`src/rtl/mdio_arbiter.sv`:
```
// mdio_arbiter: round-robin sharing of one clause-22 MDIO master among N_REQ requesters.
// Optional MDIO_ARB_PRIO_EN gives requester 0 fixed highest priority.
module mdio_arbiter #(
    parameter int N_REQ       = 4,
    parameter int TIMEOUT_CYC = 1024
) (
    input  logic                 clk,
    input  logic                 reset,
    input  logic [N_REQ-1:0]     req_valid,
    input  logic [32*N_REQ-1:0]  req_frame,
    output logic [N_REQ-1:0]     req_grant,
    output logic [N_REQ-1:0]     req_done,
    output logic                 req_err,
    output logic [15:0]          req_rd_data,
    output logic                 mst_start,
    output logic [31:0]          mst_t_data,
    input  logic                 mst_data_rdy,
    input  logic [15:0]          mst_rd_data
);
    localparam int W  = (N_REQ > 1) ? $clog2(N_REQ) : 1;
    localparam int TW = $clog2(TIMEOUT_CYC + 1);
    localparam logic [N_REQ-1:0] ONE = N_REQ'(1);

    typedef enum logic [1:0] {IDLE, ISSUE, WAIT, DONE} state_t;

    state_t         state, state_n;
    logic [W-1:0]   rr_ptr, rr_n, win, win_n, pick;
    logic [TW-1:0]  timer, timer_n;
    logic [31:0]    frame_n;
    logic           err_n, any, frame_ok, is_read;
    logic [15:0]    rd_n;

    assign is_read   = mst_t_data[29:28] == 2'b10;
    assign frame_ok  = mst_t_data[31:30] == 2'b01 && (mst_t_data[29:28] == 2'b01 || is_read);
    assign mst_start = state == ISSUE && frame_ok;
    assign req_grant = state != IDLE ? ONE << win : '0;
    assign req_done  = state == DONE ? ONE << win : '0;

    // Winner selection: first pending requester at or after rr_ptr, wrapping.
    always_comb begin
        pick = rr_ptr;
        any  = 1'b0;
        for (int i = 0; i < N_REQ; i++) begin
            if (!any && req_valid[(int'(rr_ptr) + i) % N_REQ]) begin
                pick = W'((int'(rr_ptr) + i) % N_REQ);
                any  = 1'b1;
            end
        end
`ifdef MDIO_ARB_PRIO_EN
        if (req_valid[0]) pick = '0;
`endif
    end

    // Next-state logic: grant, issue, wait for completion or timeout, report.
    always_comb begin
        state_n = state;
        rr_n    = rr_ptr;
        win_n   = win;
        timer_n = timer;
        frame_n = mst_t_data;
        err_n   = req_err;
        rd_n    = req_rd_data;
        case (state)
            IDLE: if (any) begin
                win_n   = pick;
                frame_n = req_frame[32*int'(pick) +: 32];
                state_n = ISSUE;
            end
            ISSUE: if (!frame_ok) begin
                err_n   = 1'b1;
                rd_n    = '0;
                state_n = DONE;
            end else begin
                timer_n = TW'(TIMEOUT_CYC);
                state_n = WAIT;
            end
            WAIT: if (mst_data_rdy) begin
                err_n   = 1'b0;
                rd_n    = is_read ? mst_rd_data : '0;
                state_n = DONE;
            end else if (timer == '0) begin
                err_n   = 1'b1;
                rd_n    = '0;
                state_n = DONE;
            end else begin
                timer_n = timer - 1'b1;
            end
            default: begin
`ifdef MDIO_ARB_PRIO_EN
                if (win != '0) rr_n = (win == W'(N_REQ - 1)) ? '0 : win + 1'b1;
`else
                rr_n = (win == W'(N_REQ - 1)) ? '0 : win + 1'b1;
`endif
                state_n = IDLE;
            end
        endcase
    end

    // State register; reset aborts any transaction without a done pulse.
    always_ff @(posedge clk or negedge reset) begin
        if (!reset) begin
            state       <= IDLE;
            rr_ptr      <= '0;
            win         <= '0;
            timer       <= '0;
            mst_t_data  <= '0;
            req_err     <= 1'b0;
            req_rd_data <= '0;
        end else begin
            state       <= state_n;
            rr_ptr      <= rr_n;
            win         <= win_n;
            timer       <= timer_n;
            mst_t_data  <= frame_n;
            req_err     <= err_n;
            req_rd_data <= rd_n;
        end
    end
endmodule

```
`config.mk`:
```
export PLATFORM = sky130hd
export DESIGN_NAME = mdio_arbiter
export DESIGN_NICKNAME = d
export VERILOG_FILES = /design/src/rtl/mdio_arbiter.sv
export SDC_FILE = /design/constraint.sdc
export NUM_CORES = 1
export LEC_CHECK = 0
export CORE_ASPECT_RATIO = 0.9
export CORE_MARGIN = 5
export CORE_UTILIZATION = 41
export CTS_CLUSTER_DIAMETER = 40
export DETAILED_ROUTE_END_ITERATION = 16
export GPL_ROUTABILITY_DRIVEN = 1
export GPL_TIMING_DRIVEN = 0
export PLACE_DENSITY = 0.85
export REMOVE_ABC_BUFFERS = 1
export SYNTH_ARGS = -nofsm -noshare
export SYNTH_HDL_FRONTEND = slang
export SYNTH_SLANG_ARGS = --single-unit
```
`constraint.sdc`:
```
create_clock -name clk -period 2.8 [get_ports clk]
set_clock_uncertainty 0.15 [all_clocks]
set_input_delay 0.42 -clock clk [delete_from_list [all_inputs] [get_ports clk]]
set_output_delay 0.42 -clock clk [all_outputs]
set_load 0.02 [all_outputs]
```
# Word level (Yosys, flattened, before mapping)
# Index checks and enable logic that the tools add are counted.
[word_totals] reg_bits=66 in_bits=151 out_inout_bits=58 word_cells=94
[classes] addsub=5 n_lt_le_gt_ge=4 eq_ne=13 n_shift=2 muxes=39 bitwise=3 n_reduce_logical=21
[op_table] op="$shiftx A128 B8 Y32" count=1
[op_table] op="$mux W16" count=4
[op_table] op="$mux W11" count=3
[op_table] op="$pmux W16 S2" count=1
[op_table] op="$pmux W11 S2" count=1
[op_table] op="$mux W1" count=15
[op_table] op="$mux W2" count=7
[op_table] op="$lt A3 B4 Y1 const B" count=3
[op_table] op="$logic_not A11 Y1" count=1
[op_table] op="$sub A11 B1 Y11 const B" count=1
[op_table] op="$ne A2 B2 Y1 const B" count=5
[op_table] op="$bmux W1 S2" count=4
[op_table] op="$eq A2 B2 Y1 const B" count=4
[op_table] op="$mux W4" count=2
[op_table] op="$eq A2 B1 Y1 const B" count=3
[op_table] op="$pmux W2 S3" count=1
[op_table] op="$reduce_or A2 Y1" count=3
[op_table] op="$logic_and A1 B1 Y1" count=5
[op_table] op="$add A2 B1 Y2 const B" count=2
[op_table] op="$add A2 B2 Y2 const B" count=2
[op_table] op="$reduce_and A2 Y1" count=2
[op_table] op="$reduce_and A4 Y1" count=1
[op_table] op="$reduce_bool A2 Y1" count=2
[op_table] op="$shl A1 B2 Y4 const A" count=1
[op_table] op="9 further kinds" count=13

# Longest topological paths before layout
# Gate-level depths: netlist (run 1).
[logic_depth] ltp_word=16 ltp_mapped=8 depth_no_buf=7

# Worst setup path before layout (run 1)
# OpenSTA, ideal clock, no wires.
[synth_path] path_kind="flip-flop to flip-flop" from="reg mst_t_data[28]" to="reg timer[8]" setup_time_ns=0.078 arrival_time_ns=2.082 required_time_ns=2.572 setup_slack_ns=0.490 path_stages_with_launch=8 n_path_buf=0 period_less_slack_ns=2.310 path_cell_list="dfrtp_1 inv_1 ha_1 or3b_4 a211oi_4 nand3_2 or3_1 a21oi_1"
[synth_between] elab_chain_len=5 elab_cells_between_ends=6 classes_between="eq/ne: 3; reduce/logical: 3"
[synth_rtl] item="start, declared" line="16" text="output logic [31:0] mst_t_data,"
[synth_rtl] item="start signal, assigned" line="114" text="mst_t_data <= frame_n;"
[synth_rtl] item="$eq A2 B1 Y1 or $eq A2 B2 Y1 (tied branches)" line="34, 33"
[synth_rtl] item="$logic_or A1 B1 Y1 (*)" line="34" text="assign frame_ok = mst_t_data[31:30] == 2'b01 && (mst_t_data[29:28] == 2'b01 || is_read);"
[synth_rtl] item="$logic_and A1 B1 Y1 (*)" line="34"
[synth_rtl] item="$ne A2 B2 Y1 (no line) (*)"
[synth_rtl] item="$reduce_and A4 Y1 (no line) (*)"
[synth_rtl] item="end signal, assigned" line="113" text="timer <= timer_n;"
[synth_rtl] item="end, declared" line="28" text="logic [TW-1:0] timer, timer_n;"
# Every way passes the cells marked *; elsewhere a longest branch is shown, timed or not.
# A chain may end at the register's enable or synchronous reset.

# Worst setup path in the final report (run 1)
[layout_path] from="reg state[1]" to="out mst_start"
[layout_between] elab_chain_len=2
[layout_rtl] item="start, declared" line="26" text="state_t state, state_n;"
[layout_rtl] item="start signal, assigned" line="110" text="state <= state_n;"
[layout_rtl] item="$eq A2 B1 Y1" line="35" text="assign mst_start = state == ISSUE && frame_ok;"
[layout_rtl] item="$logic_and A1 B1 Y1" line="35"
[layout_rtl] item="end, declared" line="15" text="output logic mst_start,"
# No other way between the ends.

==> reports/metrics.yaml, run 1 <==
floorplan:
  die_area_mm2: 0.0122
  die_h_um: 105
  io_pins: 209
  std_cell_rows: 34
  die_w_um: 116
  core_mm2: 0.00978
  start_util: 0.423
clock_tree:
  path_clk_slew_ns: 0.06
  cts.sinks: 66
  clk_latency_ns: 0.32
  clk_root_buffer_cell: "clkbuf_16"
  clockBufferDepth: 2
  htreeDepth: 3
  numCtsBuffers: 9
  cts_tree: "done"
drt:
  post_drt_wl_per_cell_um: 19.3
  drt_wl_total_mm: 13.9
  detailroute.via_count: 3966
  drt-pass1-iter-count: 5
  drc: 0
  via_per_inst: 5.52
  drtIter0Drc: 204
  ant_nets: 0
sta:
  setup_viol: 0
  period_share: 0.938
  min_period_ns: 2.63
  final_max_slew_viol_count: 0
  max_freq_mhz: 381
  hold_viol_final: 0
  fin_tns_setup_ns: 0
  max-slew-margin-rel: 0.440
  rsz0062_at_grt: "false"
  fin_hold_ws_ns: 0.0440
  tightest_slew_ns: 0.840
finish:
  multi_input_area_mm2: 0.00235
  drive_gt1_frac: 0.126
  utilization: 0.690
  layout_common_cells: "clkdlybuf4s50_1 (207), dfrtp_1 (66), nor2_1 (48), a211oi_1 (35)"
  finalNonFillerCells: 719
  final_common_cell: "clkdlybuf4s50_1"
  synthToLayoutAreaGrowth_pct: 63.1
  antenna_cells: 0
  nFillCells: 729
  ff_latch_area_mm2: 0.00165
  nets: 750
setup_path:
  r2r_end: "mst_t_data[16]"
  startpoint_type: "flip-flop"
  worstSetupEndpointType: "output pin"
  crit_path_end: "mst_start"
  worst-setup-path-type: "reg -> out"
  cp_num_buf_inv: 3
  r2r_cells: 8
  crit_start: "state[1]"
  worstPathCellList: "inv_1, ha_2, nand3_2, inv_1, clkdlybuf4s50_1"
  reg2reg_from: "state[0]"
  crit_family: "buffers and inverters"
  reg2reg_slack_ns: 0.31
  worstPathArrival_ns: 2.06
  cp.depth: 5
  critPathMaxStageDelay_ns: 0.62
  crit_top_cell: "inv_1"
  crit_slowest_cell: "clkdlybuf4s50_1"
  path_max_fanout: 6
  required_ns: 2.23
synthesis:
  ys_types: 42
  ys_ff_latch: 66
  synth_edf_count: 0
  synthFlopType: "dfrtp_1"
  synth.avg_cell_area_um2: 10.6
  async_flop_share: 1.00
  netlist_instances: 390
  ys_warn_count: 0
  mappedNetlistArea_mm2: 0.00414
  ys_seq_area_frac: 0.399
place:
  hpwl_mm: 10.2
  portBuffers: 208
  gp_congestion: 0.831
  post-place-cells: 700
grt:
  grt_max_degree: 67
  antenna_found_initial: 0
  grt_pass1_vias: 4211
  overflow: 0
  grt_pass1_wl_mm: 21.5
  track_usage: 0.221
pwr:
  switching_share: 0.418
  p_switching_uw: 2780
  clkPwrFrac: 0.186
  power_per_cell_area_mw_per_mm2: 984
  p_int_uw: 3860
  combinationalPowerShare: 0.561
  pwr-share-seq: 0.252
  vdd_drop_max_mv: 0.444
  total_power_uw: 6640
  leakagePower_uw: 0.00264
status:
  outcome: "completed"
worst_hold_path:
  hold_path_class: "in -> async"
job:
  cap_violations: 0
## power groups by stage
stage          Clock (uW)  Combinational [uW]  Sequential, uW
6_report             1240                3730            1680
5_1_grt              1290                4040            1730
4_1_cts              1250                3710            1670
3_5_place_dp            0                3690            1680
3_3_place_gp            0                3510            1640
2_1_floorplan           0                1850            1940
## cell usage after synthesis (all sizes together), types with 2 or more instances
cell type,n,area share
dfrtp,66,0.40
a211oi,65,0.16
nor2,49,0.044
mux2i,32,0.077
nor4b,32,0.068
clkbuf,17,0.015
a22o,16,0.034
buf,12,0.024
ha,11,0.033
inv,11,0.010
nand2,8,0.0073
nand3,7,0.011
nor2b,7,0.011
xor2,7,0.015
o21ai,6,0.0073
and2,5,0.0076
or3,5,0.0076
a21o,4,0.0073
a21oi,4,0.0057
mux2,4,0.011
nand2b,4,0.0060
nor3,3,0.0036
o41ai,2,0.0088
or2,2,0.0030
## cells by family (layout without fill, tap and decap cells)
| logic type | count (synthesis) | count (layout) | synth area share |
|---|---|---|---|
| flops | 66 | 66 | 0.399 |
| simple gates | 128 | 128 | 0.181 |
| fa+ha+maj | 11 | 11 | 0.0333 |
| xor+xnor | 7 | 7 | 0.0148 |
| buf+inv | 40 | 242 | 0.0490 |
| compound gates | 102 | 103 | 0.234 |
| mux | 36 | 36 | 0.0883 |
## worst register-to-register path, delay by kind of cell (launching register included)
family	cells	cell delay [ns]
compound gates	4	1.04
fa+ha+maj	1	0.29
flops	1	0.43
buf+inv	3	0.50
## cell type report
class	instances	share of cell area
clock buffers	11	0.0360
clock inverters	5	0.0126
inverters	11	0.00612
multi-input cells	285	0.349
flip-flops and latches	66	0.245
well taps	126	0.0234
repair buffers	215	0.329
## routing by layer
layer | vias to the layer above | GRT usage | part of all wire
met5 | - | 0 | 0
met3 | 23 | 0.0871 | 0.093
met1 | 1914 | 0.251 | 0.38
met2 | 163 | 0.382 | 0.50
met4 | 0 | 0.0671 | 0.022
li1 | 1866 | - | -
## per-stage QoR
stage | instance area (um2) | worst slack (ns)
CTS | 6710 | -0.0205
floorplan | 3980 | -1.81
global route | 6750 | 0.0876
global placement | 6210 | -4.09
finish | 6750 | 0.173
detailed placement | 6370 | -1.04
## state kept, by name, indices dropped and copies added, names as in the netlist
name,count
mst_t_data,32
req_err,1
req_rd_data,16
rr_ptr,2
state,2
timer,11
win,2
## worst min-delay path by stage
stage,slack (ns),endpoint,from
floorplan,-0.03,mst_t_data[0],reset
global placement,0.34,req_rd_data[8],req_rd_data[8]
detailed placement,0.34,req_rd_data[14],req_rd_data[14]
CTS,0.08,timer[6],reset
global route,0.11,timer[6],reset
finish,0.04,timer[6],reset
## repair_timing
action | 4_1_cts | 5_1_grt
endpoints found under the setup margin | 33 | 33
cloned | 0 | 1
gates resized for setup | 4 | 4
hold buffers | 0 | 0
buffers inserted | 0 | 2
pin swaps | 0 | 2
(Power assumes the default switching activity.)
==> inputs of run 2 (changes only) <==
Settings changed: HOLD_SLACK_MARGIN from default to 0.03.
==> results of run 2 <==
The final DEF is identical to that of run 1; final timing and power are the same.
==> inputs of run 3 (changes only) <==
Settings changed: CORE_ASPECT_RATIO 0.9 to 0.6, GPL_ROUTABILITY_DRIVEN 1 to 0.
==> run 3 against run 2 <==
Net effect:
- via count increased by 4.6%
- wire length increased by 9.4%
- final cell count increased by 1.9%
- total power increased by 1.4%
- die area increased by 0.52%
- critical path depth increased by 2
- combinational power increased by 1%
- sequential power about the same
- sequential share of layout area decreased by 0.15 points
- non-clock buffer count increased by 2
- global-route usage increased by 1.6 points
==> reports/metrics.yaml, run 3 (synthesis gave the netlist of run 1 again) <==
finish:
  nets: 755  # +0.67%
  top_register: "mst_t_data"
  antenna_cells: 0  # unchanged
  final_common_cell: "clkdlybuf4s50_1"
  layout_common_cells: "clkdlybuf4s50_1 (207), dfrtp_1 (66), nor2_1 (48), a211oi_1 (35)"
  drive_gt1_frac: 0.135  # +0.00898
  largest_reg_flops: 32  # unchanged
  nFillCells: 716  # -1.8%
  reg_top3: "mst_t_data (32), req_rd_data (16), timer (11)"
  synthToLayoutAreaGrowth_pct: 64.1
setup_path:
  worstSetupEndpointType: "flip-flop"
  worst-setup-path-type: "in -> reg"
  path_max_fanout: 14  # +8
  startpoint_type: "primary input"
  required_ns: 2.89  # +0.66 ns
  reg2reg_from: "state[0]"
  worstPathArrival_ns: 2.73  # +0.67 ns
  crit_start: "req_valid[1]"
job:
  cap_violations: 0  # unchanged
sta:
  fin_tns_setup_ns: 0  # unchanged
  max-slew-margin-rel: 0.303  # -0.137
  final_max_slew_viol_count: 0  # unchanged
  setup_viol: 0  # unchanged
  max_freq_mhz: 378  # -0.80%
  rsz0062_at_grt: "false"
  fin_ws_ns: 0.152  # -0.0211 ns
  min_period_ns: 2.65  # +0.0211 ns
  period_share: 0.946  # +0.00753
  hold_viol_final: 0  # unchanged
  tightest_slew_ns: 1.05  # +0.206 ns
status:
  outcome: "completed"
grt:
  antenna_found_initial: 1  # +1
  grt_pass1_wl_mm: 23.1  # +7.6%
  grt_max_degree: 67  # unchanged
  track_usage: 0.237  # +0.0160
  overflow: 0  # unchanged
  grt_pass1_vias: 4293  # +1.9%
drt:
  wl_met1_mm: 6.24  # +18%
  post_drt_wl_per_cell_um: 20.7  # +7.3%
  via_per_inst: 5.66  # +2.6%
  drtIter0Drc: 157  # -23%
  route.met2.wl_mm: 7.40  # +6.0%
  detailroute.via_count: 4148  # +4.6%
  wl_met3_mm: 1.32  # +2.5%
  ant_nets: 0  # unchanged
  drc: 0  # unchanged
  drt_wl_total_mm: 15.2  # +9.4%
  routed.top_layer: "met4"
  drt-pass1-iter-count: 4  # -1
floorplan:
  core_mm2: 0.00984  # +0.61%
  die_h_um: 87.8  # -17%
  start_util: 0.420  # -0.00258
  die_area_mm2: 0.0123  # +0.52%
  die_w_um: 140  # +21%
  io_pins: 209  # unchanged
  std_cell_rows: 28  # -18%
pwr:
  pwr-share-seq: 0.247  # -0.005
  p_int_uw: 3890  # +0.71%
  clkPwrFrac: 0.193  # +0.007
  leakagePower_uw: 0.00267  # +0.87%
  combinationalPowerShare: 0.560  # about the same
  vdd_drop_max_mv: 0.461  # +4.0%
  power_per_cell_area_mw_per_mm2: 993  # +0.83%
  switching_share: 0.422  # +0.00422
  p_switching_uw: 2850  # +2.5%
clock_tree:
  clockBufferDepth: 2  # unchanged
  numCtsBuffers: 9  # unchanged
  clk_latency_ns: 0.33  # about the same
  cts_tree: "done"
  htreeDepth: 3  # unchanged
  cts.sinks: 66  # unchanged
  clk_root_buffer_cell: "clkbuf_16"
  path_clk_slew_ns: 0.06  # about the same
worst_hold_path:
  hold_path_class: "in -> async"
place:
  hpwl_mm: 10.5  # +2.5%
  place_ws_ns: -1.09  # -0.0499 ns
  portBuffers: 208  # unchanged
## run 3: area by class of cell
| type | instances | area [um2] | area share |
|---|---|---|---|
| Multi-Input combinational cell | 288 | 2380 | 0.350 |
| Timing Repair Buffer | 217 | 2210 | 0.325 |
| Sequential cell | 66 | 1650 | 0.243 |
| Clock buffer | 9 | 225 | 0.0332 |
| Tap cell | 135 | 169 | 0.0249 |
| Clock inverter | 7 | 118 | 0.0173 |
| Inverter | 11 | 41.3 | 0.00608 |
## run 3: per-stage QoR
stage                util  total power (uW)  hold slack, ns  area, um2  std cells
finish              0.690              6740          0.0451       6790        733
global placement    0.632              5130           0.334       6230        704
CTS                 0.685              6720          0.0799       6740        728
floorplan               -              3790         -0.0256       3980        361
detailed placement  0.644              5290           0.344       6340        707
global route        0.690              7150           0.117       6790        733
## run 3: power by group through the flow
stage	Clock (uW)	Sequential, uW	Combinational, uW
finish	1300	1660	3770
global route	1370	1720	4060
CTS	1320	1660	3750
detailed placement	0	1660	3630
global placement	0	1630	3500
floorplan	0	1940	1850
## run 3: worst max-delay path: stages
cell and delay (ns):
clkdlybuf4s50_1 0.54, nand2b_1 0.31, a21oi_4 0.13, buf_4 0.19
or3_2 0.70, mux2i_1 0.20, a211oi_1 0.23
## run 3: what timing repair did
item                                    in CTS  in global routing
setup buffers                                2                  4
gates resized for setup                      6                  2
endpoints found under the setup margin      34                 21
gates cloned                                 3                  1
hold buffers                                 0                  0
pin swaps                                    2                  2
## run 3: worst paths after layout
path                                       end  slack [ns]  cells past startpoint
worst max-delay path            mst_t_data[20]        0.15                      7
worst min-delay path            req_rd_data[1]        0.05                      1
worst max register to register  mst_t_data[28]        0.21                      6
worst min register to register  req_rd_data[2]        0.36                      1
max in group asynchronous       mst_t_data[22]        1.90                      1
min in group clk                req_rd_data[2]        0.36                      1
## run 3: layer usage
metal  vias up  GRT usage
met4         0     0.0616
met5         -          0
met1      2066      0.295
met2       176      0.406
met3        21     0.0786
li1       1885          -
